==> src/rtl/pipe_ctrl_unit.sv <==
// Pipelined control unit: ID decode, ID/EX, EX/MEM and MEM/WB control registers,
// EX branch resolution, load-use interlock and saturating stall/flush counters.
module pipe_ctrl_unit #(
   parameter int INSTR_W   = 32,
   parameter int ALUOP_W   = 3,
   parameter int HAZARD_EN = 1,
   parameter int CNT_W     = 16
) (
   input  logic               clk,
   input  logic               rst_n,
   input  logic [INSTR_W-1:0] i_instr,
   input  logic               i_zero,
   input  logic               i_stall_in,
   output logic               o_if_stall,
   output logic               o_id_flush,
   output logic               o_pcsrc,
   output logic [1:0]         o_ex_imm_sel,
   output logic               o_ex_alusrc,
   output logic [ALUOP_W-1:0] o_ex_aluop,
   output logic               o_mem_memrw,
   output logic               o_wb_regrw,
   output logic               o_wb_sel,
   output logic [4:0]         o_wb_rd,
   output logic [CNT_W-1:0]   o_stall_cnt,
   output logic [CNT_W-1:0]   o_flush_cnt
);

   typedef struct packed {
      logic [1:0]         imm_sel;
      logic               alusrc;
      logic [ALUOP_W-1:0] aluop;
      logic               memrw;
      logic               wb_sel;
      logic               regrw;
      logic               branch;
      logic [4:0]         rd;
   } idex_t;

   typedef struct packed {
      logic       memrw;
      logic       wb_sel;
      logic       regrw;
      logic [4:0] rd;
   } exmem_t;

   typedef struct packed {
      logic       wb_sel;
      logic       regrw;
      logic [4:0] rd;
   } memwb_t;

   logic [3:0]  w_opc;
   logic [4:0]  w_rd;
   logic [4:0]  w_rs1;
   logic [4:0]  w_rs2;
   idex_t       w_dec;
   logic        w_valid;
   logic        w_rs2_use;
   logic        w_ex_load;
   logic        w_match;
   logic        w_taken;
   logic        w_hazard;
   logic        w_unused_bits;

   idex_t       r_ex;
   exmem_t      r_mem;
   memwb_t      r_wb;
   logic [CNT_W-1:0] r_stall_cnt;
   logic [CNT_W-1:0] r_flush_cnt;

   assign w_opc = {i_instr[13:12], i_instr[5:4]};
   assign w_rd  = i_instr[11:7];
   assign w_rs1 = i_instr[19:15];
   assign w_rs2 = i_instr[24:20];

   assign w_unused_bits = ^{i_instr[INSTR_W-1:25], i_instr[14],
                            i_instr[6], i_instr[3:0]};

   always_comb begin
      w_dec     = '0;
      w_valid   = 1'b1;
      w_rs2_use = 1'b0;
      unique case (w_opc)
         4'b0011: begin
            w_dec.wb_sel = 1'b1;
            w_dec.regrw  = 1'b1;
            w_rs2_use    = 1'b1;
         end
         4'b1011: begin
            w_dec.aluop  = ALUOP_W'(1);
            w_dec.wb_sel = 1'b1;
            w_dec.regrw  = 1'b1;
            w_rs2_use    = 1'b1;
         end
         4'b0111: begin
            w_dec.aluop  = ALUOP_W'(2);
            w_dec.wb_sel = 1'b1;
            w_dec.regrw  = 1'b1;
            w_rs2_use    = 1'b1;
         end
         4'b0001: begin
            w_dec.imm_sel = 2'b01;
            w_dec.alusrc  = 1'b1;
            w_dec.wb_sel  = 1'b1;
            w_dec.regrw   = 1'b1;
         end
         4'b1001: begin
            w_dec.imm_sel = 2'b01;
            w_dec.alusrc  = 1'b1;
            w_dec.aluop   = ALUOP_W'(1);
            w_dec.wb_sel  = 1'b1;
            w_dec.regrw   = 1'b1;
         end
         4'b0101: begin
            w_dec.imm_sel = 2'b01;
            w_dec.alusrc  = 1'b1;
            w_dec.aluop   = ALUOP_W'(2);
            w_dec.wb_sel  = 1'b1;
            w_dec.regrw   = 1'b1;
         end
         4'b1000: begin
            w_dec.imm_sel = 2'b01;
            w_dec.alusrc  = 1'b1;
            w_dec.regrw   = 1'b1;
         end
         4'b1010: begin
            w_dec.imm_sel = 2'b10;
            w_dec.alusrc  = 1'b1;
            w_dec.memrw   = 1'b1;
            w_rs2_use     = 1'b1;
         end
         4'b0010: begin
            w_dec.imm_sel = 2'b11;
            w_dec.aluop   = ALUOP_W'(3);
            w_dec.wb_sel  = 1'b1;
            w_dec.branch  = 1'b1;
            w_rs2_use     = 1'b1;
         end
         default: begin
            w_valid = 1'b0;
         end
      endcase
      w_dec.rd = w_valid ? w_rd : 5'd0;
   end

   assign w_taken   = r_ex.branch & i_zero & ~i_stall_in;
   assign w_ex_load = r_ex.regrw & ~r_ex.wb_sel & (r_ex.rd != 5'd0);
   assign w_match   = (w_valid & (w_rs1 == r_ex.rd)) |
                      (w_rs2_use & (w_rs2 == r_ex.rd));
   // A taken branch squashes the ID instruction, so its hazard is moot.
   assign w_hazard  = (HAZARD_EN != 0) & w_ex_load & w_match & ~w_taken;

   always_ff @(posedge clk or negedge rst_n) begin
      if (!rst_n) begin
         r_ex        <= '0;
         r_mem       <= '0;
         r_wb        <= '0;
         r_stall_cnt <= '0;
         r_flush_cnt <= '0;
      end else if (!i_stall_in) begin
         r_ex         <= (w_taken | w_hazard) ? '0 : w_dec;
         r_mem.memrw  <= r_ex.memrw;
         r_mem.wb_sel <= r_ex.wb_sel;
         r_mem.regrw  <= r_ex.regrw;
         r_mem.rd     <= r_ex.rd;
         r_wb.wb_sel  <= r_mem.wb_sel;
         r_wb.regrw   <= r_mem.regrw;
         r_wb.rd      <= r_mem.rd;
         if (w_hazard && (r_stall_cnt != '1))
            r_stall_cnt <= r_stall_cnt + CNT_W'(1);
         if (w_taken && (r_flush_cnt != '1))
            r_flush_cnt <= r_flush_cnt + CNT_W'(1);
      end
   end

   assign o_pcsrc      = w_taken;
   assign o_id_flush   = w_taken;
   assign o_if_stall   = w_hazard | i_stall_in;
   assign o_ex_imm_sel = r_ex.imm_sel;
   assign o_ex_alusrc  = r_ex.alusrc;
   assign o_ex_aluop   = r_ex.aluop;
   assign o_mem_memrw  = r_mem.memrw;
   assign o_wb_regrw   = r_wb.regrw;
   assign o_wb_sel     = r_wb.wb_sel;
   assign o_wb_rd      = r_wb.rd;
   assign o_stall_cnt  = r_stall_cnt;
   assign o_flush_cnt  = r_flush_cnt;

endmodule

==> config.mk <==
export PLATFORM = sky130hd
export DESIGN_NAME = pipe_ctrl_unit
export DESIGN_NICKNAME = d
export VERILOG_FILES = /design/src/rtl/pipe_ctrl_unit.sv
export SDC_FILE = /design/constraint.sdc
export NUM_CORES = 1
export LEC_CHECK = 0
export CORE_MARGIN = 2
export CORE_UTILIZATION = 31
export DETAILED_ROUTE_END_ITERATION = 6
export PLACE_DENSITY = 0.63
export RECOVER_POWER = 50
export SLEW_MARGIN = 5
export SYNTH_ARGS = -nofsm -noshare
export SYNTH_HDL_FRONTEND = slang
export SYNTH_SLANG_ARGS = --single-unit
export TNS_END_PERCENT = 1
==> constraint.sdc <==
create_clock -name clk -period 1.9 [get_ports clk]
set_input_delay 0.38 -clock clk [delete_from_list [all_inputs] [get_ports clk]]
set_output_delay 0.38 -clock clk [all_outputs]
set_load 0.02 [all_outputs]
; Word-level counts from Yosys, hierarchy flattened
; Index checks and enable logic that the tools add are counted.
[op_classes]
n_reduce_logical = 13
shift = 0
div = 0
n_mul = 0
eq_ne = 13
magnitude_cmp = 0
add_sub_neg = 2
muxes = 11
bitwise_logic = 14
[ops]
columns = op, n
row1 = $add 16x1->16 const B, 2
row2 = $ne 16x16->1 const B, 2
row3 = $eq 4x4->1 const B, 4
row4 = $mux 15, 1
row5 = $reduce_or 7->1, 2
row6 = $pmux 2 s3, 2
row7 = $eq 5x5->1, 2
row8 = $reduce_or 5->1, 2
row9 = $reduce_or 9->1, 1
row10 = $and 1x1->1, 8
row11 = $eq 4x2->1 const B, 2
row12 = $eq 4x3->1 const B, 2
row13 = $mux 1, 7
row14 = $mux 5, 1
row15 = $reduce_bool 5->1, 1
row16 = $eq 4x1->1 const B, 1
row17 = $reduce_and 2->1, 2
row18 = $reduce_or 2->1, 2
row19 = $reduce_or 4->1, 1
row20 = $not 1->1, 3
row21 = $or 1x1->1, 3
row22 = $logic_and 1x1->1, 2
[word_totals]
romBits = 0
output_inout_bits = 49
reg_bits = 62
latchBits = 0
mem_bits_rw = 0
inputBits = 36
memories = 0
wordCells = 70

; Longest topological paths before layout
[logic_depth]
ltp_word = 9
depth_mapped = 7
ltp_nobuf = 7

; Worst setup path before layout
; Ideal clock, no wire load.
[synth_timing]
path_type = in2out
from = in i_instr[12]
to = out o_if_stall
setup_slack_ns = -0.076
path_stages = 5
required_ns = 1.520
path_buffers = 1
arrival_ns = 1.596
cell_sequence = clkbuf_1 o21ai_2 and4bb_4 nand2_1 a21oi_1
[synth_between]
elab_chain_len = 8
elab_cells_between_ends = 19
cone_classes = eq/ne: 9 / mux: 2 / bitwise: 6 / reduce/logical: 2
[synth_lines]
columns = item, line
row1 = start: declaration, 11  ; input logic [INSTR_W-1:0] i_instr,
row2 = $eq 4x2->1 (tied with other cells), 83  ; unique case (w_opc)
row3 = $reduce_or 9->1 (no line) / $reduce_or 5->1 (equally long branches), --
row4 = $mux 1, 83
row5 = $and 1x1->1 (on tied branches), "148, 149"
row6 = $or 1x1->1 (*), 148  ; assign w_match = (w_valid & (w_rs1 == r_ex.rd)) |
row7 = $and 1x1->1 (*) (2 in a row), 151  ; assign w_hazard = (HAZARD_EN != 0) & w_ex_load & w_match & ~w_taken;
row8 = $or 1x1->1 (*), 178  ; assign o_if_stall = w_hazard | i_stall_in;
row9 = end: declaration, 14  ; output logic o_if_stall,
; Mark *: on every way between the ends. The rest lies on a longest branch, timed or not.

; Worst setup path after layout
[layout_timing]
from = in i_instr[22]
to = out o_if_stall
[layout_between]
elab_chain_len = 6
[layout_lines]
columns = item, line
row1 = $eq 5x5->1, 149  ; (w_rs2_use & (w_rs2 == r_ex.rd));
row2 = $and 1x1->1, 149
row3 = $or 1x1->1, 148
row4 = $and 1x1->1 (2 in a row), 151
row5 = $or 1x1->1, 178
; Every way passes these cells.

==> results.json <==
{
  "skew_ns": 0.00718,
  "synthCells": 258,
  "antenna_found_initial": 0,
  "end_kind": "primary output",
  "wl_um": 6660,
  "cp_max_fo": 2,
  "clk_pin_slew_worst_paths_ns": 0.06,
  "gp_congestion": 0.808,
  "fillCellCount": 828,
  "area.growth.synth_to_final_pct": 48.5,
  "timing.fmax_ghz": 0.441,
  "dpl_cell_area_um2": 3980,
  "yosys.area_share.simple_pct": 16.2,
  "cp.required_ns": 1.52,
  "crit_slowest_cell": "clkdlybuf4s50_1",
  "ioPinCount": 85,
  "maxCapViolCount": 1,
  "syn_nets": 296,
  "die_h_um": 101,
  "ys_seq_area_share_pct": 52.5,
  "fin_ws_ns": -0.366,
  "crit_buf_inv": 2,
  "synth_seq_cells": 61,
  "startpoint_type": "input port",
  "drive_above_1_share_pct": 30.7,
  "setup_violations": 31,
  "synth_compound_area_share_pct": 8.82,
  "final_nets": 409,
  "busiest_layer": "met2",
  "synth_cell_types": 46,
  "track_usage_pct": 13.5,
  "cp_top_family": "buffers and inverters",
  "place.port_buffers": 70,
  "synth_xor_area_share_pct": 10.8,
  "avgSynthCellArea_um2": 11.3,
  "grt_use_met3_pct": 3.95,
  "violations": "max-capacitance violations, max-slew violations, negative setup slack",
  "first_pass_iters": 4,
  "crit_type": "in -> out",
  "viasPerCell": 4.88,
  "first_global_vias": 2253,
  "ir_drop_mv": 0.349,
  "synth_area_leader_cell": "dfrtp_1",
  "num_vias": 2365,
  "pre_cts_slack_ns": -0.785,
  "synthMuxAreaShare_pct": 6.97,
  "synth-edff-count": 0,
  "grt_util_met1_pct": 17.4,
  "grt_overflow_total": 0,
  "die_area_um2": 10200,
  "yosys-top-cells-count": "dfrtp_1 (61), nand2_1 (23), xor2_1 (23), mux2_2 (18), xnor2_1 (13)",
  "post-route-period-util_pct": 119,
  "tightest_slew_ns": 1.53,
  "cts_buffer_depth": 2,
  "max_stage_delay_ns": 0.44,
  "use_met2_pct": 21.1,
  "cts_made_buffers": 9,
  "p_leak_nw": 1.98,
  "wire_per_inst_um": 13.7,
  "power.total_w": 0.00313,
  "async_flop_share_pct": 100,
  "synth_top_area_share_pct": 52.5,
  "synth_top_family_by_area": "simple AND/OR/NAND/NOR gates",
  "clock_latency_ns": 0.33,
  "drc": 0,
  "hp-class": "in -> async",
  "hold_violations": 0,
  "p_per_area_nw_per_um2": 725,
  "grt_max_degree": 62,
  "cts_tree": "done",
  "start_util_pct": 31.8,
  "die-width_um": 101,
  "dpl.hpwl_um": 4700,
  "drtIter0Drc": 43,
  "final_cells": 485,
  "synth_flop_cell": "dfrtp_1",
  "cts.sinks": 61,
  "syn_area_um2": 2910,
  "cts_htree_levels": 3,
  "synth_area_leaders": "dfrtp_1 (53%), mux2_2 (7.0%), xor2_1 (6.9%), xnor2_1 (3.9%), nand2_1 (3.0%)",
  "cp.arrival_ns": 1.89,
  "min_period_ns": 2.27,
  "slew_headroom_pct": -2.02,
  "cts_root_buf": "clkbuf_8",
  "num_rows": 35,
  "r2r_setup_slack_ns": -0.20,
  "ys.warnings.count": 0,
  "cp_cell_sequence": "clkdlybuf4s50_1 > xor2_2 > nor4_2 > a22o_2 > nand2_4 > a21oi_2 > buf_6",
  "synthAdderAreaFrac_pct": 0.861,
  "rsz0062_at_grt": "true",
  "final_cell_area_um2": 4320,
  "post-synth-top-count-cell": "dfrtp_1",
  "diodes": 0,
  "drv_slew": 62,
  "ant_nets": 0,
  "dp_cells": 465,
  "outcome": "finished with violations",
  "grt_first_pass_wirelength_um": 10700,
  "coreArea_um2": 9150
}
-- final timing paths --
check,cells after the start,start,to
worst max-delay path,7,i_instr[22],o_if_stall
worst min-delay path,2,rst_n,o_flush_cnt[15]
worst max register to register,9,r_ex[2],o_stall_cnt[1]
worst min register to register,2,o_ex_alusrc,o_ex_alusrc
max in group asynchronous,2,rst_n,r_ex[3]
min in group clk,2,o_ex_alusrc,o_ex_alusrc
-- cells in the final DEF, fill, tap and decap left out, drive strengths merged, types with 2 or more instances in the layout --
cell           synthesis  final
nand3                 12     12
or2                    2      2
o21ai                  6      6
a22o                   4      4
nor2                  12     12
xor2                  23     23
ha                     2      2
xnor2                 13     13
clkdlybuf4s50          0     66
mux2                  18     18
nand2                 25     25
and3                   3      3
nand4                  6      6
inv                    8      8
nor3                  12     12
a211oi                 2      2
dfrtp                 61     61
nand2b                 2      2
buf                    7     44
clkbuf                 5     17
a21oi                  7      7
a32o                   7      7
nor4                   8      8
-- sequential cells by signal, indices dropped and copies added (netlist names) --
register / flops
o_ex_aluop: 2
o_ex_alusrc: 1
o_ex_imm_sel: 2
o_flush_cnt: 16
o_mem_memrw: 1
o_stall_cnt: 16
o_wb_rd: 5
o_wb_regrw: 1
o_wb_sel: 1
r_ex: 9
r_mem: 7
-- metal layers --
metal	up-vias	part of all wire, %
li1	1138	-
met1	1149	46
met2	68	47
met3	10	6.1
met4	0	1.4
met5	-	0
-- cells by family (layout without fill, tap and decap cells) --
logic type / Yosys count / after routing
AO/OA/AOI/OAI: 31 / 31
XOR/XNOR: 36 / 36
adder cells (fa/ha/maj): 2 / 2
buffers and inverters: 20 / 136
flip-flops: 61 / 61
multiplexers: 18 / 18
other: 1 / 1
AND/OR/NAND/NOR: 89 / 89
-- final cells by class --
class	count	area (µm²)	area share, %
Sequential cell	61	1530	35.4
Multi-Input combinational cell	177	1400	32.4
Timing Repair Buffer	114	1040	24.0
Clock buffer	13	179	4.15
Tap cell	111	139	3.22
Inverter	8	30.0	0.696
Clock inverter	1	5.00	0.116
-- stage by stage --
stage / TNS (ns) / hold slack, ns / utilization [%]
finish: -4.77 / 0.490 / 47.1
global route: -7.87 / 0.504 / 47.1
CTS: -2.97 / 0.0507 / 46.2
detailed placement: -13.57 / 0.419 / 43.5
global placement: -12.67 / 0.416 / 43.5
floorplan: -0.0115 / 0.0844 / -
-- power breakdown --
group / internal [W] / leakage, nW / switching, W
registers: 0.00140 / 0.798 / 0.0000693
logic: 0.000318 / 1.08 / 0.000267
clock network: 0.000600 / 0.0974 / 0.000481
-- repair_timing --
action,4_1_cts,5_1_grt
hold buffers,0,0
buffers inserted,3,3
pin swaps,9,16
hold endpoints to repair,0,0
setup endpoints to repair,32,35
resized for setup,14,23
No activity file was read; power rests on OpenSTA's default activity.
